$ cat src/rtl/uart_tx_ctrl.sv
// ---------------------------------------------------------------------------
// uart_tx_ctrl
//
// Purpose
//   Serial UART transmitter. Takes bytes from an AXI-Stream style slave port
//   and shifts them out LSB first as 8N1 / 8N2 frames on o_txd, with an
//   optional parity bit. Single clock domain; every register updates on the
//   rising edge of i_clk.
//
// Build option
//   UART_TX_PARITY_EN  when defined, a parity bit is sent after data bit 7.
//                      PARITY_ODD selects the sense (0 = even, 1 = odd).
//                      When undefined there is no parity state or logic.
//
// Parameters
//   CLKS_PER_BIT  i_clk cycles per serial bit (>= 2)
//   STOP_BITS     number of stop bits (1 or 2)
//   PARITY_ODD    parity sense, used only with UART_TX_PARITY_EN
//
// Ports
//   i_clk            in   transfer clock
//   i_rst            in   synchronous reset, active high
//   i_s_axis_tvalid  in   producer has a byte
//   i_s_axis_tdata   in   byte to transmit [7:0]
//   o_s_axis_tready  out  block can accept a byte this cycle
//   o_txd            out  serial line, idle high (registered)
//   o_txd_busy       out  frame in progress
// ---------------------------------------------------------------------------
//
// state     | meaning
// ----------+--------------------------------------------------------------
// ST_IDLE   | line high, counters held at 0, ready for a byte
// ST_START  | start bit (0) on the line
// ST_DATA   | data bits 0..7, LSB first, bit_cnt selects the bit
// ST_PARITY | parity bit (only with UART_TX_PARITY_EN)
// ST_STOP   | stop bit(s) (1); stop_cnt selects which one
//
module uart_tx_ctrl #(
    parameter int CLKS_PER_BIT = 16,
    parameter int STOP_BITS    = 1,
    parameter int PARITY_ODD   = 0
) (
    input  logic       i_clk,
    input  logic       i_rst,
    input  logic       i_s_axis_tvalid,
    input  logic [7:0] i_s_axis_tdata,
    output logic       o_s_axis_tready,
    output logic       o_txd,
    output logic       o_txd_busy
);

    localparam int CW = $clog2(CLKS_PER_BIT);
    localparam logic [CW-1:0] CLK_LAST = CW'(CLKS_PER_BIT - 1);

    // An illegal parameter set leaves the transmitter permanently not ready,
    // so a misconfigured instance is obvious on the first transfer attempt.
    localparam bit CFG_OK = (CLKS_PER_BIT >= 2) &&
                            ((STOP_BITS == 1) || (STOP_BITS == 2)) &&
                            ((PARITY_ODD == 0) || (PARITY_ODD == 1));

    localparam logic [2:0] ST_IDLE   = 3'd0;
    localparam logic [2:0] ST_START  = 3'd1;
    localparam logic [2:0] ST_DATA   = 3'd2;
    localparam logic [2:0] ST_STOP   = 3'd3;
`ifdef UART_TX_PARITY_EN
    localparam logic [2:0] ST_PARITY = 3'd4;
`endif

    logic [2:0]    state;
    logic [CW-1:0] clk_cnt;
    logic [2:0]    bit_cnt;
    logic          stop_cnt;
    logic [7:0]    shift_reg;
    logic          txd_q;
`ifdef UART_TX_PARITY_EN
    logic          parity_q;
`endif

    logic bit_end;
    logic last_stop;
    logic accept;

    assign bit_end   = (clk_cnt == CLK_LAST);
    assign last_stop = (STOP_BITS == 1) || stop_cnt;

    // Ready is decoded from registered state only; the last stop cycle also
    // counts as ready so back-to-back frames have no idle gap.
    assign o_s_axis_tready = CFG_OK && !i_rst &&
                             ((state == ST_IDLE) ||
                              ((state == ST_STOP) && last_stop && bit_end));

    assign accept     = i_s_axis_tvalid && o_s_axis_tready;
    assign o_txd      = txd_q;
    assign o_txd_busy = (state != ST_IDLE);

    always_ff @(posedge i_clk) begin
        if (i_rst) begin
            state     <= ST_IDLE;
            clk_cnt   <= '0;
            bit_cnt   <= 3'd0;
            stop_cnt  <= 1'b0;
            shift_reg <= 8'd0;
            txd_q     <= 1'b1;
`ifdef UART_TX_PARITY_EN
            parity_q  <= 1'b0;
`endif
        end else if (accept) begin
            // Only reachable from IDLE or the final stop cycle.
            state     <= ST_START;
            clk_cnt   <= '0;
            bit_cnt   <= 3'd0;
            stop_cnt  <= 1'b0;
            shift_reg <= i_s_axis_tdata;
            txd_q     <= 1'b0;
`ifdef UART_TX_PARITY_EN
            parity_q  <= (^i_s_axis_tdata) ^ 1'(PARITY_ODD);
`endif
        end else begin
            case (state)
                ST_IDLE: begin
                    clk_cnt  <= '0;
                    bit_cnt  <= 3'd0;
                    stop_cnt <= 1'b0;
                    txd_q    <= 1'b1;
                end

                ST_START: begin
                    if (bit_end) begin
                        clk_cnt   <= '0;
                        state     <= ST_DATA;
                        txd_q     <= shift_reg[0];
                        shift_reg <= {1'b0, shift_reg[7:1]};
                    end else begin
                        clk_cnt <= clk_cnt + CW'(1);
                    end
                end

                ST_DATA: begin
                    if (bit_end) begin
                        clk_cnt <= '0;
                        // Wraps 7 -> 0 on the way out of DATA.
                        bit_cnt <= bit_cnt + 3'd1;
                        if (bit_cnt == 3'd7) begin
`ifdef UART_TX_PARITY_EN
                            state <= ST_PARITY;
                            txd_q <= parity_q;
`else
                            state    <= ST_STOP;
                            stop_cnt <= 1'b0;
                            txd_q    <= 1'b1;
`endif
                        end else begin
                            txd_q     <= shift_reg[0];
                            shift_reg <= {1'b0, shift_reg[7:1]};
                        end
                    end else begin
                        clk_cnt <= clk_cnt + CW'(1);
                    end
                end

`ifdef UART_TX_PARITY_EN
                ST_PARITY: begin
                    if (bit_end) begin
                        clk_cnt  <= '0;
                        state    <= ST_STOP;
                        stop_cnt <= 1'b0;
                        txd_q    <= 1'b1;
                    end else begin
                        clk_cnt <= clk_cnt + CW'(1);
                    end
                end
`endif

                ST_STOP: begin
                    if (bit_end) begin
                        clk_cnt <= '0;
                        if (last_stop) begin
                            // No byte offered in the final stop cycle.
                            state    <= ST_IDLE;
                            stop_cnt <= 1'b0;
                            txd_q    <= 1'b1;
                        end else begin
                            stop_cnt <= 1'b1;
                        end
                    end else begin
                        clk_cnt <= clk_cnt + CW'(1);
                    end
                end

                default: begin
                    state   <= ST_IDLE;
                    clk_cnt <= '0;
                    txd_q   <= 1'b1;
                end
            endcase
        end
    end

endmodule

$ cat config.mk
export PLATFORM = sky130hd
export DESIGN_NAME = uart_tx_ctrl
export DESIGN_NICKNAME = d
export VERILOG_FILES = /design/src/rtl/uart_tx_ctrl.sv
export SDC_FILE = /design/constraint.sdc
export NUM_CORES = 1
export LEC_CHECK = 0
export BUFFER_PORTS_ARGS = -buffer_cell sky130_fd_sc_hd__buf_2
export CAP_MARGIN = 15
export CORE_MARGIN = 2
export CORE_UTILIZATION = 50
export CTS_BUF_LIST = sky130_fd_sc_hd__clkbuf_4
export DETAILED_ROUTE_END_ITERATION = 10
export PLACE_DENSITY = 0.75
export RECOVER_POWER = 50
export SLEW_MARGIN = 20
export SYNTH_ARGS = -nofsm -noshare
export SYNTH_HDL_FRONTEND = slang
export SYNTH_SLANG_ARGS = --single-unit
$ cat constraint.sdc
create_clock -name i_clk -period 2.15 [get_ports i_clk]
set_clock_uncertainty 0.1 [all_clocks]
set_input_delay 0.215 -clock i_clk [delete_from_list [all_inputs] [get_ports i_clk]]
set_output_delay 0.215 -clock i_clk [all_outputs]
set_load 0.03 [all_outputs]
== After elaboration in Yosys (flattened, before gate mapping) ==
Index checks and enable logic that the tools add are counted.

* Flip-flop bits (word level): 19
* Logic and storage cells: 61

* $add $sub $neg: 2
* Equality and inequality tests: 15
* Multiplexer cells: 19
* Bitwise logic cells: 2
* Reductions and logical operators: 17

{| class="wikitable"
|+ Operators with widths
! cell !! count
|-
| $mux 8 || 4
|-
| $pmux 8 s2 || 1
|-
| $mux 3 || 5
|-
| $ne 3x3->1 const B || 5
|-
| $pmux 3 s4 || 1
|-
| $ne 2x2->1 const B || 5
|-
| $reduce_and 5->1 || 2
|-
| $eq 3x2->1 const B || 2
|-
| $mux 1 || 6
|-
| $pmux 3 s2 || 1
|-
| $reduce_bool 3->1 || 2
|-
| $add 4x1->4 const B || 1
|-
| $eq 4x4->1 const B || 1
|-
| $reduce_and 4->1 || 1
|-
| $reduce_or 4->1 || 1
|-
| $add 3x1->3 const B || 1
|-
| $eq 3x1->1 const B || 1
|-
| $eq 3x3->1 const B || 1
|-
| $logic_and 1x1->1 || 3
|-
| $logic_not 3->1 || 1
|-
| $pmux 1 s3 || 1
|-
| $reduce_and 3->1 || 1
|-
| $reduce_or 3->1 || 1
|-
| $not 1->1 || 2
|-
| 5 further kinds || 5
|}

== Logic depth before layout (Yosys ltp) ==
* Depth in word-level cells: 7
* Depth in mapped cells: 7
* Mapped depth without buffers: 6

== Worst setup path after synthesis ==
Ideal clock, no wire load.

* Path type: reg-to-reg
* Start: register state[0]
* End: register state[1]
* Library setup time: 116 ps
* Arrival: 1596 ps
* Setup slack: 338 ps
* Stages on the path, launching flop included: 7
* Clock period less this slack: 1812 ps
* Cell sequence: dfxtp_1 inv_1 ha_1 or3_4 a221oi_2 mux2i_1 nor2_1

* Word-level cells in the longest chain between the ends: 6

{| class="wikitable"
|+ Ends and longest elaborated chain
! element !! line !! text
|-
| start: declaration || 69 || <nowiki>logic [2:0] state;</nowiki>
|-
| start signal: assignment || 98 || <nowiki>state <= ST_IDLE;</nowiki>
|-
| start signal: assignment || 109 || <nowiki>state <= ST_START;</nowiki>
|-
| start signal: assignment || 130 || <nowiki>state <= ST_DATA;</nowiki>
|-
| $eq 3x2->1 || 90, 119 ||
|-
| $logic_and 1x1->1 || 90 || <nowiki>((state == ST_STOP) && last_stop && bit_end));</nowiki>
|-
| $logic_or 1x1->1 || 89 || <nowiki>((state == ST_IDLE) ||</nowiki>
|-
| $logic_and 1x1->1 || 88 || <nowiki>assign o_s_axis_tready = CFG_OK && !i_rst &&</nowiki>
|-
| $logic_and 1x1->1 || 92 || <nowiki>assign accept = i_s_axis_tvalid && o_s_axis_tready;</nowiki>
|-
| $reduce_or 2->1 (no source line) || n/a ||
|}

Several ways; a longest one is shown, not always the timed one.
A chain may end at the register's enable or synchronous reset.

== Worst setup path in the final report ==
* Start: register state[0]
* End: output port o_s_axis_tready

* Word-level cells in the longest chain between the ends: 4

{| class="wikitable"
|+ Ends and longest elaborated chain
! element !! line !! text
|-
| $eq 3x2->1 || 90 ||
|-
| $logic_and 1x1->1 || 90 ||
|-
| $logic_or 1x1->1 * || 89 ||
|-
| $logic_and 1x1->1 * || 88 ||
|-
| end: declaration || 47 || <nowiki>output logic o_s_axis_tready,</nowiki>
|}

Mark *: on every way between the ends. The rest lies on a longest branch, timed or not.

==> results.md <==
* Fmax at 502.2 MHz
* DRC viols at 0
* # fillers at 167
* Tmin final at 1.991 ns
* Placer Congestion at 0.9525
* Synth area leaders: dfxtp_1 (38%), ha_1 (10%), mux2i_1 (9.4%), nor2_1 (5.9%), a211oi_1 (5.5%)
* Initial core utilization at 0.5426
* Register-to-register setup slack at 0.17 ns
* Initial DRC count at 13
* HP Start: i_s_axis_tdata[5]
* MaxCap Viol Count at 0
* Placed inst area at 1045 um^2
* Worst Setup SP: state[0]$_SDFFE_PP0P_
* Clk buf depth at 2
* All-layer global routing usage at 0.1746
* Most common library cells after synthesis: dfxtp_1 (18), nor2_1 (15), mux2i_1 (9), ha_1 (8), a211oi_1 (7)
* Syn Nets at roughly 120
* TNS Setup at 0 ns
* Worst hold stages at 3
* Total Wirelength at 1715 um
* Hold endpoint: shift_reg[5]$_SDFFE_PP0P_
* Via Count at 730
* Syn Inst Count at 97
* Crit Path Class: reg2out
* # setup viols final at 0
* CTS tree: yes
* I/O pin count at 14
* Seq cells post-synth at 18
* Worst EP required at 1.84 ns
* Leakage power at 0.0004113 uW
* Antenna-violating nets left at 0
* Fraction of layout cells with a size suffix above 1 at 0.2072
* Max_slew headroom at 0.7626
* RR Endpoint: state[1]$_SDFFE_PP0P_
* Clk sinks at 18
* Total Power at 696.9 uW
* GRT Residual Overflow at 0
* Port bufs at 13
* Crit path launch type: flip-flop
* Die H at 47.76 um
* Area share of the largest cell type after synthesis at 0.3765
* Ant. Diodes at 0
* Chip width at 47.76 um
* Reg2Reg Depth at 6
* Final setup margin at approximately 0.16 ns
* Vias in the first global route at 652
* CTS Buf Count at 3
* First-pass GRT wire length at about 2800 um
* Die area at 2281 um^2
* Synth area leader: dfxtp_1
* Hold WC Path Type: in2reg
* Post-DP HPWL at 1286 um
* Layout net count at 132
* DR pass1 iterations at 4
* Most frequent cell after synthesis: dfxtp_1
* Critical-path maximum fanout at 5
* Largest net degree at the start of global routing at 17
* Final Max Tran Viols at 0
* Final period util at 0.9262
* Mapped Area at 957.2 um^2
* Worst slew pin tran at 0.3552 ns
* Finished Cell Area at 1059 um^2
* Crit path capture type: primary output
* CTS Root Cell: clkbuf_4
* EDFF count, synth at 0
* Worst vdd ir at approximately 450 uV
* Area growth syn-to-layout at 10.59%
* Post-placement setup slack at 0.2125 ns
* YS warnings at 0
* Row count at 15
* Number of placed instances, taps included at 133
* Cts hold-fix bufs at 0
* Hold Vio Cnt, Final at 0
* # Post-CTS Setup Buffers at 0
* Count of cell types in the netlist at 34
* Post-CTS sizing at 0
* Syn_area_per_cell at slightly below 10 um^2
* Placeable Area at 1764 um^2
* Initial antenna violation count at 0
* Power Dens Cells at roughly 660 nW/um^2
* Vias/cell at about 5.4
* Ys async rst share at 0
* Worst-skew pair later-pin latency at roughly 0.29 ns
* Non-Filler Instances at between 100 and 150
* Unrepaired setup endpoints after global routing: no
* Sequential-to-total area share from yosys stat at 0.3765
* Main synth FF type: dfxtp_1
* Crit path arrival time at approximately 1.7 ns
* Avg WL per Cell at 12.61 um
* H-tree levels at 1
* CTS clock-pin slew for the worst setup and hold paths at ~0.10 ns
* Largest register FFs at 8
* Reg2reg start: state[0]$_SDFFE_PP0P_
* Status: finished, final reports clean
[area by class of cell]
type / instances / area [um^2] / area share
clock buffer: 3 / 22.52 / 0.02128
tap: 25 / 31.28 / 0.02955
timing repair buffer: 13 / 62.56 / 0.05910
sequential: 18 / 360.3 / 0.3404
inverter: 5 / 18.77 / 0.01773
multi-input combinational: 72 / 563.0 / 0.5319
[critical path: stages, from the launching register on]
cell and delay, ns:
dfxtp_1 0.40, inv_1 0.10, ha_1 0.28, a41o_2 0.30, nor2b_1 0.13, buf_2 0.18
[power by group]
group / switching (uW) / internal [uW] / leakage, uW / total (uW)
Sequential: 14.4 / 355 / 0.000147 / 370
Clock: 98.0 / 65.1 / 0.0000138 / 163
Combinational: 100 / 63.6 / 0.000250 / 164
[cells by family (layout without fill, tap and decap cells)]
group,Yosys count,in the layout,synth area share
multiplexers,9,9,0.09412
buffers and inverters,7,21,0.02875
adder cells (fa/ha/maj),8,8,0.1046
AO/OA/AOI/OAI,22,22,0.1817
AND/OR/NAND/NOR,31,31,0.1961
flip-flops,18,18,0.3765
XOR/XNOR,2,2,0.01830
[cell usage in the layout (no fill, tap or decap), types with 2 or more instances in the layout]
| cell type | Yosys | layout |
|---|---|---|
| clkbuf_4 | 0 | 3 |
| nor2_1 | 15 | 15 |
| buf_2 | 1 | 11 |
| dfxtp_1 | 18 | 18 |
| ha_1 | 8 | 8 |
| inv_1 | 5 | 5 |
| a21oi_1 | 4 | 4 |
| nand2_1 | 3 | 3 |
| a22oi_1 | 2 | 2 |
| clkbuf_1 | 1 | 2 |
| a211oi_1 | 7 | 7 |
| o21ai_0 | 2 | 2 |
| mux2i_1 | 9 | 9 |
[worst max-delay path by stage]
stage                            endpoint  slack, ns  cells past startpoint
global placement    state[1]$_SDFFE_PP0P_       0.30                      6
CTS                       o_s_axis_tready       0.13                      5
detailed placement  state[1]$_SDFFE_PP0P_       0.21                      6
floorplan           state[1]$_SDFFE_PP0P_       0.34                      6
finish                    o_s_axis_tready       0.16                      5
global route        state[1]$_SDFFE_PP0P_       0.03                      6
[metal layers]
metal,up-vias,global-route usage,wire (um),share of wire
li1,378,-,-,-
met1,339,0.2299,876,0.51
met2,13,0.2693,767,0.45
met3,0,0.07170,71,0.041
met4,0,0.03784,0,0
met5,-,0,0,0
[through the flow]
step	hold WS (ns)	util
floorplan	0.2790	-
global placement	0.3304	0.5922
CTS	0.08637	0.6050
finish	0.1005	0.6000
detailed placement	0.3385	0.5922
global route	0.09081	0.6000
No activity file was read; power rests on OpenSTA's default activity.
